$ cat config.mk
export PLATFORM = sky130hd
export DESIGN_NAME = movegen_board_scanner_flat
export DESIGN_NICKNAME = d
export VERILOG_FILES = /design/src/rtl/movegen_board_scanner_if.sv /design/src/rtl/movegen_board_scanner.sv /design/src/flat_wrapper.sv
export SDC_FILE = /design/constraint.sdc
export NUM_CORES = 1
export LEC_CHECK = 0
export ABC_AREA = 1
export CORE_ASPECT_RATIO = 1.75
export CORE_MARGIN = 4
export CORE_UTILIZATION = 50
export DETAILED_ROUTE_END_ITERATION = 12
export DONT_BUFFER_PORTS = 1
export GPL_TIMING_DRIVEN = 0
export PLACE_DENSITY = 0.72
export SYNTH_ARGS = -nofsm -noshare
export SYNTH_HDL_FRONTEND = slang
export SYNTH_SLANG_ARGS = --single-unit
$ cat constraint.sdc
create_clock -name clk -period 1.71 [get_ports clk]
set_input_delay 0.2565 -clock clk [delete_from_list [all_inputs] [get_ports clk]]
set_output_delay 0.2565 -clock clk [all_outputs]
set_load 0.005 [all_outputs]
$ cat src/rtl/movegen_board_scanner_if.sv
// ============================================================================
// Module      : movegen_board_scanner_if
// Description : Board-RAM read port and piece-stack write port of the scanner.
// Revision    : 1.0 - initial release
// ============================================================================
`default_nettype none

interface movegen_board_scanner_if #(
    parameter int WIDTH = 10
);
    logic             board_rd;
    logic [5:0]       board_addr;
    logic [3:0]       board_data;
    logic             stack_clear;
    logic             stack_load;
    logic [WIDTH-1:0] stack_data;

    modport master (
        output board_rd,
        output board_addr,
        input  board_data,
        output stack_clear,
        output stack_load,
        output stack_data
    );

    modport slave (
        input  board_rd,
        input  board_addr,
        output board_data,
        input  stack_clear,
        input  stack_load,
        input  stack_data
    );
endinterface

`default_nettype wire

$ cat src/rtl/movegen_board_scanner.sv
// ============================================================================
// Module      : movegen_board_scanner
// Description : Scans 64 board squares and pushes side-to-move pieces as
//               {square, piece} words onto the move-generator piece stack.
// Revision    : 1.0 - initial release
// ============================================================================
`default_nettype none

module movegen_board_scanner #(
    parameter int WIDTH = 10,
    parameter int DEPTH = 16,
    localparam int CNT_W = $clog2(DEPTH + 1)
) (
    input  wire logic             clk,
    input  wire logic             reset,
    input  wire logic             start,
    input  wire logic             side,
    movegen_board_scanner_if.master bus,
    output logic                  busy,
    output logic                  done,
    output logic [CNT_W-1:0]      count,
    output logic                  overflow
);

    localparam logic [1:0] c_ST_IDLE   = 2'd0;
    localparam logic [1:0] c_ST_SCAN   = 2'd1;
    localparam logic [1:0] c_ST_DRAIN  = 2'd2;
    localparam logic [1:0] c_ST_FINISH = 2'd3;

    localparam logic [5:0]       c_LAST_SQ = 6'd63;
    localparam logic [CNT_W-1:0] c_DEPTH   = CNT_W'(DEPTH);

    logic [1:0]       r_state;
    logic [1:0]       w_next_state;

    logic             r_side;
    logic [5:0]       r_addr;
    logic             r_drain;
    logic             r_rd_v;
    logic [5:0]       r_rd_addr;
    logic             r_load;
    logic [WIDTH-1:0] r_data;
    logic [CNT_W-1:0] r_count;
    logic             r_ovf;

    logic             w_board_rd;
    logic             w_stack_clear;
    logic             w_busy;
    logic             w_done;
    logic             w_start_acc;
    logic             w_match;
    logic             w_room;

    assign w_start_acc = (r_state == c_ST_IDLE) && start;

    // Type 0 is empty regardless of the colour bit.
    assign w_match = r_rd_v && (bus.board_data[2:0] != 3'd0) &&
                     (bus.board_data[3] == r_side);
    assign w_room  = (r_count < c_DEPTH);

    always_ff @(posedge clk) begin
        if (reset) begin
            r_state <= c_ST_IDLE;
        end else begin
            r_state <= w_next_state;
        end
    end

    always_comb begin
        w_next_state = r_state;
        case (r_state)
            c_ST_IDLE: begin
                if (start) begin
                    w_next_state = c_ST_SCAN;
                end
            end
            c_ST_SCAN: begin
                if (r_addr == c_LAST_SQ) begin
                    w_next_state = c_ST_DRAIN;
                end
            end
            c_ST_DRAIN: begin
                if (r_drain) begin
                    w_next_state = c_ST_FINISH;
                end
            end
            c_ST_FINISH: begin
                w_next_state = c_ST_IDLE;
            end
            default: begin
                w_next_state = c_ST_IDLE;
            end
        endcase
    end

    always_comb begin
        w_board_rd    = 1'b0;
        w_stack_clear = 1'b0;
        w_busy        = 1'b0;
        w_done        = 1'b0;
        case (r_state)
            c_ST_SCAN: begin
                w_board_rd    = 1'b1;
                w_stack_clear = (r_addr == 6'd0);
                w_busy        = 1'b1;
            end
            c_ST_DRAIN: begin
                w_busy = 1'b1;
            end
            c_ST_FINISH: begin
                w_done = 1'b1;
            end
            default: begin
                w_busy = 1'b0;
            end
        endcase
    end

    // Read pipeline and push logic; square n's data is qualified in the
    // cycle after its read strobe, and its push is registered one cycle later.
    always_ff @(posedge clk) begin
        if (reset) begin
            r_side    <= 1'b0;
            r_addr    <= 6'd0;
            r_drain   <= 1'b0;
            r_rd_v    <= 1'b0;
            r_rd_addr <= 6'd0;
            r_load    <= 1'b0;
            r_data    <= '0;
            r_count   <= '0;
            r_ovf     <= 1'b0;
        end else begin
            r_rd_v    <= w_board_rd;
            r_rd_addr <= r_addr;
            r_drain   <= (r_state == c_ST_DRAIN);
            r_load    <= w_match && w_room;

            if (r_state == c_ST_SCAN) begin
                r_addr <= r_addr + 6'd1;
            end

            if (w_match && w_room) begin
                r_data  <= {r_rd_addr, bus.board_data};
                r_count <= r_count + CNT_W'(1);
            end
            if (w_match && !w_room) begin
                r_ovf <= 1'b1;
            end

            if (w_start_acc) begin
                r_side  <= side;
                r_addr  <= 6'd0;
                r_drain <= 1'b0;
                r_count <= '0;
                r_ovf   <= 1'b0;
            end
        end
    end

    assign bus.board_rd    = w_board_rd;
    assign bus.board_addr  = w_board_rd ? r_addr : 6'd0;
    assign bus.stack_clear = w_stack_clear;
    assign bus.stack_load  = r_load;
    assign bus.stack_data  = r_data;
    assign busy            = w_busy;
    assign done            = w_done;
    assign count           = r_count;
    assign overflow        = r_ovf;

endmodule

`default_nettype wire

$ cat src/flat_wrapper.sv
// flat-port wrapper written by rule: the top's interface ports become plain ports
module movegen_board_scanner_flat 
#(
    parameter int WIDTH = 10,
    parameter int DEPTH = 16,
    localparam int CNT_W = $clog2(DEPTH + 1)
)
  (clk, reset, start, side, busy, done, count, overflow, bus_board_rd, bus_board_addr, bus_board_data, bus_stack_clear, bus_stack_load, bus_stack_data);
  movegen_board_scanner_if #(.WIDTH(WIDTH)) bus_i ();
  input  wire logic clk;
  input  wire logic reset;
  input  wire logic start;
  input  wire logic side;
  output logic busy;
  output logic done;
  output logic [CNT_W-1:0] count;
  output logic overflow;
  output wire logic [$bits(bus_i.board_rd)-1:0] bus_board_rd;
  output wire logic [$bits(bus_i.board_addr)-1:0] bus_board_addr;
  input wire logic [$bits(bus_i.board_data)-1:0] bus_board_data;
  output wire logic [$bits(bus_i.stack_clear)-1:0] bus_stack_clear;
  output wire logic [$bits(bus_i.stack_load)-1:0] bus_stack_load;
  output wire logic [$bits(bus_i.stack_data)-1:0] bus_stack_data;
  assign bus_board_rd = bus_i.board_rd;
  assign bus_board_addr = bus_i.board_addr;
  assign bus_i.board_data = bus_board_data;
  assign bus_stack_clear = bus_i.stack_clear;
  assign bus_stack_load = bus_i.stack_load;
  assign bus_stack_data = bus_i.stack_data;
  movegen_board_scanner #(.WIDTH(WIDTH), .DEPTH(DEPTH)) u_core (.clk(clk), .reset(reset), .start(start), .side(side), .bus(bus_i), .busy(busy), .done(done), .count(count), .overflow(overflow));
endmodule
==> results of run 1 <==
==> cell type report <==
type	instances	share of cell area
plain buffers	5	0.0278
clock buffers	6	0.0510
clock inverters	2	0.00773
inverters	33	0.0765
multi-input cells	127	0.396
flip-flops and latches	34	0.420
well taps	27	0.0209
==> synthesized netlist by cell type (all sizes together) <==
cell type   n  area, um2
nand3       6       30.0
inv        33        124
xor2        1       8.76
nand4       6       52.6
nor3        1       5.00
dfxtp      34        681
or2         1       6.26
buf         5       42.5
ha          8        100
o21ai      16       80.1
nor2       46        175
a21oi      10       50.1
nand2      32        130
==> through the flow <==
| step | setup slack [ns] | cell area [um2] |
|---|---|---|
| 2_1_floorplan | 0.465 | 1490 |
| 3_5_place_dp | 0.165 | 1520 |
| 5_1_grt | 0.00246 | 1620 |
| 6_report | 0.0903 | 1620 |
| 3_3_place_gp | 0.248 | 1520 |
| 4_1_cts | 0.00558 | 1610 |
==> flip-flops by register name (all words and copies together) (netlist names) <==
register,count
u_core.bus.stack_data,10
u_core.overflow,1
u_core.r_addr,6
u_core.r_drain,1
u_core.r_rd_addr,6
u_core.r_rd_v,1
u_core.count,5
u_core.r_state,2
u_core.bus.stack_load,1
u_core.r_side,1
==> worst max-delay path, stage by stage (launching register included) <==
cell      delay (ns)
dfxtp_1         0.34
inv_1           0.12
ha_2            0.25
clkbuf_4        0.21
nand2_1         0.09
inv_1           0.08
==> path summary, 6_finish.rpt <==
check | end | slack [ns]
max | bus_board_addr[0] | 0.09
min | u_core.bus.stack_data[0]$_SDFFE_PP0P_ | 0.14
max reg2reg | u_core.count[2]$_SDFFE_PP0P_ | 0.17
min reg2reg | u_core.bus.stack_data[4]$_SDFFE_PP0P_ | 0.48
==> power groups by stage <==
stage | clock, mW | sequential (mW) | combinational (mW)
finish | 0.610 | 0.941 | 0.553
global route | 0.659 | 0.949 | 0.654
CTS | 0.637 | 0.941 | 0.550
detailed placement | 0 | 0.960 | 0.545
global placement | 0 | 0.952 | 0.517
floorplan | 0 | 0.942 | 0.441
==> cells by family after synthesis <==
family,share of synthesized area
fa+ha+maj,0.0674
flops,0.458
compound gates,0.0876
simple gates,0.269
xor+xnor,0.00590
buf+inv,0.112
==> layer usage <==
metal	vias up	track usage
met5	-	0
met4	0	0.120
met2	48	0.280
met3	10	0.0631
met1	528	0.152
li1	624	-
==> out/results.ini, run 1 <==
[logic_synthesis]
synth.distinct_cells = 20
avgSynthCellArea_um2 = 7.46
ys_warn_count = 0
syn-cell-area_um2 = 1490
synth.net_count = 215
netlist_instances = 199
yosysSeqAreaShare = 0.458
ys_ff_latch = 34

[route]
wl_per_cell_um = 12.1
routed-wl-met3_um = 228
dr.pass1.iters = 4
dr_wl_met2_um = 1410
antenna_left = 0
route.detailed.drc = 0
routed_wl_um = 2840
drt-met1-wl_um = 1090
first_iter_violations = 28
top_layer = met4
vias = 1210
via_per_inst = 5.17

[pwr]
powerDensity_nw_per_um2 = 1300
p_int_mw = 1.40
vdd_drop_max_mv = 0.902
p_switching_mw = 0.706
seq_power_share = 0.447
p_total_mw = 2.10
power_frac_comb = 0.263
clockPowerShare = 0.290
p_leak_nw = 0.721
swShare = 0.335

[floorplanning]
coreArea_um2 = 2780
num_io_pins = 35
dieArea_um2 = 3940
die_w_um = 49.2
chipHeight_um = 80.1
initial_core_util = 0.533
rows = 25

[timing]
skew_ns = 0.00731
tightest_slew_ns = 0.346
rsz0062_at_grt = false
setup_viol = 0
relSlewSlack = 0.769
tns_ns = 0
period_minus_slack_ns = 1.62
fmax_ghz = 0.617
finalCritPeriodShare = 0.947
timing_hold_violations_final = 0
drv_slew = 0
timing.hold.ws_ns = 0.138

[clock_tree]
post_cts_buffers = 0
cts_made_buffers = 5
cts_buffer_depth = 2
clkSinkCount = 34
path_clk_slew_ns = 0.06
holdBufCountCts = 0
cts_tree = done
cts_resized = 0
root_buffer = clkbuf_8
clock_latency_ns = 0.29
cts-htree-levels = 2

[grt]
grt_overflow = 0
grt_max_degree = 12
grt_util_all_layers = 0.162
grt_pass1_vias = 1134
grt_pass1_wl_um = 4840
antenna_found_initial = 0

[cells_and_area]
synthToLayoutAreaGrowth_pct = 9.01
fill_cells = 271
final_cell_mix = 45 x nor2_1, 34 x dfxtp_1, 32 x inv_1
drive_above_1_share = 0.0918
final_util = 0.582
layout_commonest_cell = nor2_1
nets = 222
finalNonFillerCells = 234
antenna_cells = 0
multi_input_area_um2 = 641
regArea_um2 = 681

[setup_path]
cp-startpoint = u_core.r_state[1]$_SDFFE_PP0P_
end_kind = output port
r2r_cells = 7
required_ns = 1.45
crit_type = flip-flop to output port
setup.worst_path.start_class = flip-flop
cp_max_fo = 10
cp.arrival_ns = 1.36
rr_startpoint = u_core.r_state[0]$_SDFFE_PP0P_

[hold_path]
worstHoldStart = bus_board_data[0]
hp-class = input port to flip-flop
hold_depth = 2

[placed_design]
dp_hpwl_um = 2230
portBuffers = 0
gp_congestion = 0.851
dp.cells = 226

[run]
max_cap_violations = 0

[status]
outcome = completed

No activity file was read; power rests on OpenSTA's default activity.
==> inputs of run 2 (changes only) <==
--- a/config.mk
+++ b/config.mk
@@ -12,7 +12,6 @@
 export DETAILED_ROUTE_END_ITERATION = 12
 export DONT_BUFFER_PORTS = 1
 export GPL_TIMING_DRIVEN = 0
-export PLACE_DENSITY = 0.72
 export SYNTH_ARGS = -nofsm -noshare
 export SYNTH_HDL_FRONTEND = slang
 export SYNTH_SLANG_ARGS = --single-unit
==> run 2 against run 1 <==
  * Clock skew shrank 0.0053 ns
  * Highest routed layer unchanged
  * Non-clock buffer count is the same
  * Worst setup slack better by 0.0020 ns
==> out/results.ini, run 2 (synthesized netlist as in run 1, its figures left out) <==
[timing]
skew_ns = 0.00200
timing_hold_violations_final = 0
finalCritPeriodShare = 0.946
tns_ns = 0
setup_viol = 0
tightest_slew_ns = 0.326
relSlewSlack = 0.782
period_minus_slack_ns = 1.62
rsz0062_at_grt = false
drv_slew = 0
fmax_ghz = 0.618

[clock_tree]
cts_buffer_depth = 2
holdBufCountCts = 0
cts-htree-levels = 2
cts_resized = 0
post_cts_buffers = 0
root_buffer = clkbuf_8
cts_made_buffers = 5
cts_tree = done
path_clk_slew_ns = 0.06
clock_latency_ns = 0.27
clkSinkCount = 34

[route]
wl_per_cell_um = 12.1
dr.pass1.iters = 4
route.detailed.drc = 0
routed_wl_um = 2840
antenna_left = 0
vias = 1179
first_iter_violations = 13
via_per_inst = 5.04

[placed_design]
portBuffers = 0
gp_congestion = 0.817
dp.cells = 226
dp_hpwl_um = 2300

[cells_and_area]
antenna_cells = 0
finalNonFillerCells = 234
nets = 222
synthToLayoutAreaGrowth_pct = 8.76
largest_reg_flops = 10
final_cell_mix = 45 x nor2_1, 34 x dfxtp_1, 32 x inv_1
fill_cells = 293
drive_above_1_share = 0.0870
layout_commonest_cell = nor2_1

[setup_path]
setup.worst_path.start_class = flip-flop
end_kind = output port
required_ns = 1.45
cp_max_fo = 10
cp.arrival_ns = 1.36
crit_type = flip-flop to output port

[hold_path]
hp-class = input port to flip-flop

[floorplanning]
chipHeight_um = 80.1
coreArea_um2 = 2780
rows = 25
dieArea_um2 = 3940
num_io_pins = 35
die_w_um = 49.2
initial_core_util = 0.533

[grt]
antenna_found_initial = 0
grt_pass1_vias = 1119
grt_pass1_wl_um = 4770
grt_overflow = 0
grt_util_all_layers = 0.159
grt_max_degree = 11

[pwr]
p_leak_nw = 0.723
p_total_mw = 2.08
vdd_drop_max_mv = 0.804
powerDensity_nw_per_um2 = 1290

[status]
outcome = completed

[run]
max_cap_violations = 0

-- run 2: cell types whose count changed in the layout (fill, tap and decap cells not counted), sizes merged --
cell / delta
clkbuf: +1
clkinvlp: -1
-- run 2: final timing paths --
| path | slack, ns | endpoint | from | depth (start not counted) |
|---|---|---|---|---|
| max | 0.09 | bus_board_addr[0] | u_core.r_state[1]$_SDFFE_PP0P_ | 5 |
| min | 0.15 | u_core.bus.stack_data[3]$_SDFFE_PP0P_ | bus_board_data[3] | 2 |
| min reg2reg | 0.48 | u_core.r_side$_SDFFE_PP0P_ | u_core.r_side$_SDFFE_PP0P_ | 2 |
| max reg2reg | 0.16 | u_core.count[2]$_SDFFE_PP0P_ | u_core.r_state[0]$_SDFFE_PP0P_ | 7 |
-- run 2: final cells by class --
type | count | area (um2) | share of cell area
Tap cell | 27 | 33.8 | 0.0209
Buffer | 5 | 45.0 | 0.0279
Multi-Input combinational cell | 127 | 641 | 0.397
Clock buffer | 7 | 86.3 | 0.0534
Inverter | 33 | 124 | 0.0767
Sequential cell | 34 | 681 | 0.421
Clock inverter | 1 | 5.00 | 0.00310
-- run 2: per-stage QoR --
step / worst slack (ns) / hold WS [ns] / instance area (um2) / util
finish: 0.0924 / 0.151 / 1620 / 0.580
global route: 0.0141 / 0.153 / 1620 / 0.580
CTS: 0.00863 / 0.142 / 1610 / 0.578
detailed placement: 0.143 / 0.435 / 1520 / 0.546
global placement: 0.234 / 0.424 / 1520 / 0.546
floorplan: 0.465 / 0.419 / 1490 / -
-- run 2: critical path, cell delays in order (launching register included) --
cell and delay, ns:
dfxtp_1 0.33, inv_1 0.12, ha_2 0.26, clkbuf_4 0.22
nand2_1 0.08, inv_1 0.08
-- run 2: power breakdown --
group | leakage (nW) | switching [mW] | internal, mW
Sequential | 0.275 | 0.0634 | 0.876
Combinational | 0.399 | 0.355 | 0.202
Clock | 0.0482 | 0.258 | 0.324
Total | 0.723 | 0.677 | 1.40
-- run 2: metal layers --
metal,GRT usage,part of all wire,up-vias
li1,-,-,625
met1,0.140,0.36,524
met2,0.319,0.58,25
met3,0.0482,0.048,5
met4,0.0684,0.017,0
met5,0,0,-
==> inputs of run 3 (changes only) <==
--- a/config.mk
+++ b/config.mk
@@ -7,11 +7,11 @@
 export LEC_CHECK = 0
 export ABC_AREA = 1
 export CORE_ASPECT_RATIO = 1.75
-export CORE_MARGIN = 4
 export CORE_UTILIZATION = 50
 export DETAILED_ROUTE_END_ITERATION = 12
 export DONT_BUFFER_PORTS = 1
 export GPL_TIMING_DRIVEN = 0
+export SLEW_MARGIN = 30
 export SYNTH_ARGS = -nofsm -noshare
 export SYNTH_HDL_FRONTEND = slang
 export SYNTH_SLANG_ARGS = --single-unit
==> run 3 against run 2 <==
  * Non-clock buffer count is the same
  * Global-route usage grew 2.8 points
  * Clock-buffer cell count shrank 2
  * Via count grew 0.85%
==> out/results.ini, run 3 (synthesized netlist as in run 1, its figures left out) <==
[placed_design]
dp_hpwl_um = 2160
gp_congestion = 0.734
dp.cells = 226
portBuffers = 0
post-place-ws_ns = 0.154

[floorplanning]
die_w_um = 43.2
rows = 25
coreArea_um2 = 2750
num_io_pins = 35
dieArea_um2 = 3200
initial_core_util = 0.540
chipHeight_um = 74.1

[setup_path]
cp.arrival_ns = 1.36
crit_family = buffers and inverters
crit_chain = inv_1, ha_2, clkbuf_4, nand2_1, inv_1
r2r_cells = 7
cp_num_buf_inv = 3
required_ns = 1.45
cp_slowest_cell = dfxtp_1
end_kind = output port
crit_type = flip-flop to output port
cpMostUsedCell = inv_1
cp.depth = 5
setup.worst_path.start_class = flip-flop
cp_max_fo = 10
cpPeakStageDelay_ns = 0.33

[timing]
finalCritPeriodShare = 0.944
drv_slew = 0
rsz0062_at_grt = false
fmax_ghz = 0.619
tns_ns = 0
period_minus_slack_ns = 1.61
setup_slack_ns = 0.0955
tightest_slew_ns = 0.340
skew_ns = 0.00445
relSlewSlack = 0.773
timing_hold_violations_final = 0
setup_viol = 0

[cells_and_area]
nets = 222
synthToLayoutAreaGrowth_pct = 10.3
final_cell_mix = 45 x nor2_1, 34 x dfxtp_1, 32 x inv_1
largest_reg_flops = 10
antenna_cells = 0
layout_commonest_cell = nor2_1
drive_above_1_share = 0.0918
finalNonFillerCells = 234

[clock_tree]
holdBufCountCts = 0
cts_resized = 0
root_buffer = clkbuf_8
cts_tree = done
clkSinkCount = 34
path_clk_slew_ns = 0.07
cts_buffer_depth = 2
post_cts_buffers = 0
clock_latency_ns = 0.28
cts-htree-levels = 2
cts_made_buffers = 5

[pwr]
powerDensity_nw_per_um2 = 1350
vdd_drop_max_mv = 1.18
p_leak_nw = 0.725

[run]
max_cap_violations = 0

[hold_path]
hold_depth = 2
hp-class = input port to flip-flop

[route]
via_per_inst = 5.08
wl_per_cell_um = 11.5
routed_wl_um = 2690
dr.pass1.iters = 4
antenna_left = 0
vias = 1189
route.detailed.drc = 0
first_iter_violations = 29

[grt]
grt_overflow = 0
antenna_found_initial = 0
grt_pass1_wl_um = 4470
grt_max_degree = 13
grt_pass1_vias = 1102
grt_util_all_layers = 0.187

[status]
outcome = completed

run 3: changes by cell type in the layout (fill, tap and decap cells not counted):
cell | previous run | this run
clkbuf_8 | 6 | 5
clkinv_2 | 1 | 0
clkbuf_1 | 1 | 0
clkinvlp_4 | 0 | 2
bufinv_16 | 0 | 1
run 3: cell type report:
cell class | instances | area (um2)
Clock inverter | 3 | 45.0
Tap cell | 27 | 33.8
Multi-Input combinational cell | 127 | 641
Sequential cell | 34 | 681
Buffer | 5 | 45.0
Clock buffer | 5 | 68.8
Inverter | 33 | 124
Fill cell | 256 | 1110
run 3: final timing paths:
check / from / slack (ns) / end
max: u_core.r_state[1]$_SDFFE_PP0P_ / 0.1 / bus_board_addr[0]
min reg2reg: u_core.r_rd_addr[0]$_SDFF_PP0_ / 0.48 / u_core.bus.stack_data[4]$_SDFFE_PP0P_
max reg2reg: u_core.r_state[0]$_SDFFE_PP0P_ / 0.13 / u_core.r_addr[1]$_SDFFE_PP0P_
min: bus_board_data[1] / 0.13 / u_core.bus.stack_data[1]$_SDFFE_PP0P_
run 3: worst reg2reg max path, cell delays in order (launching register included):
cell	delay (ns)
dfxtp_1	0.37
inv_1	0.11
ha_1	0.22
nand2_1	0.10
inv_1	0.06
nor2_2	0.27
inv_1	0.21
a21oi_1	0.17
run 3: power breakdown:
group	switching, mW	internal, mW
clock network	0.299	0.433
logic	0.343	0.200
registers	0.0622	0.875
total	0.704	1.51
run 3: routing by layer:
metal	vias up	part of all wire	wire (um)	track usage
met5	-	0	0	0
met4	0	0.019	50	0.0909
met3	7	0.052	140	0.0631
met2	28	0.55	1470	0.352
met1	533	0.38	1030	0.174
li1	621	-	-	-
run 3: per-stage QoR:
step / area, um2 / power [mW] / hold slack [ns] / util
floorplan: 1490 / 1.38 / 0.419 / -
global placement: 1520 / 1.48 / 0.423 / 0.552
detailed placement: 1520 / 1.50 / 0.433 / 0.552
CTS: 1630 / 2.23 / 0.132 / 0.593
global route: 1640 / 2.37 / 0.155 / 0.595
finish: 1640 / 2.21 / 0.135 / 0.595
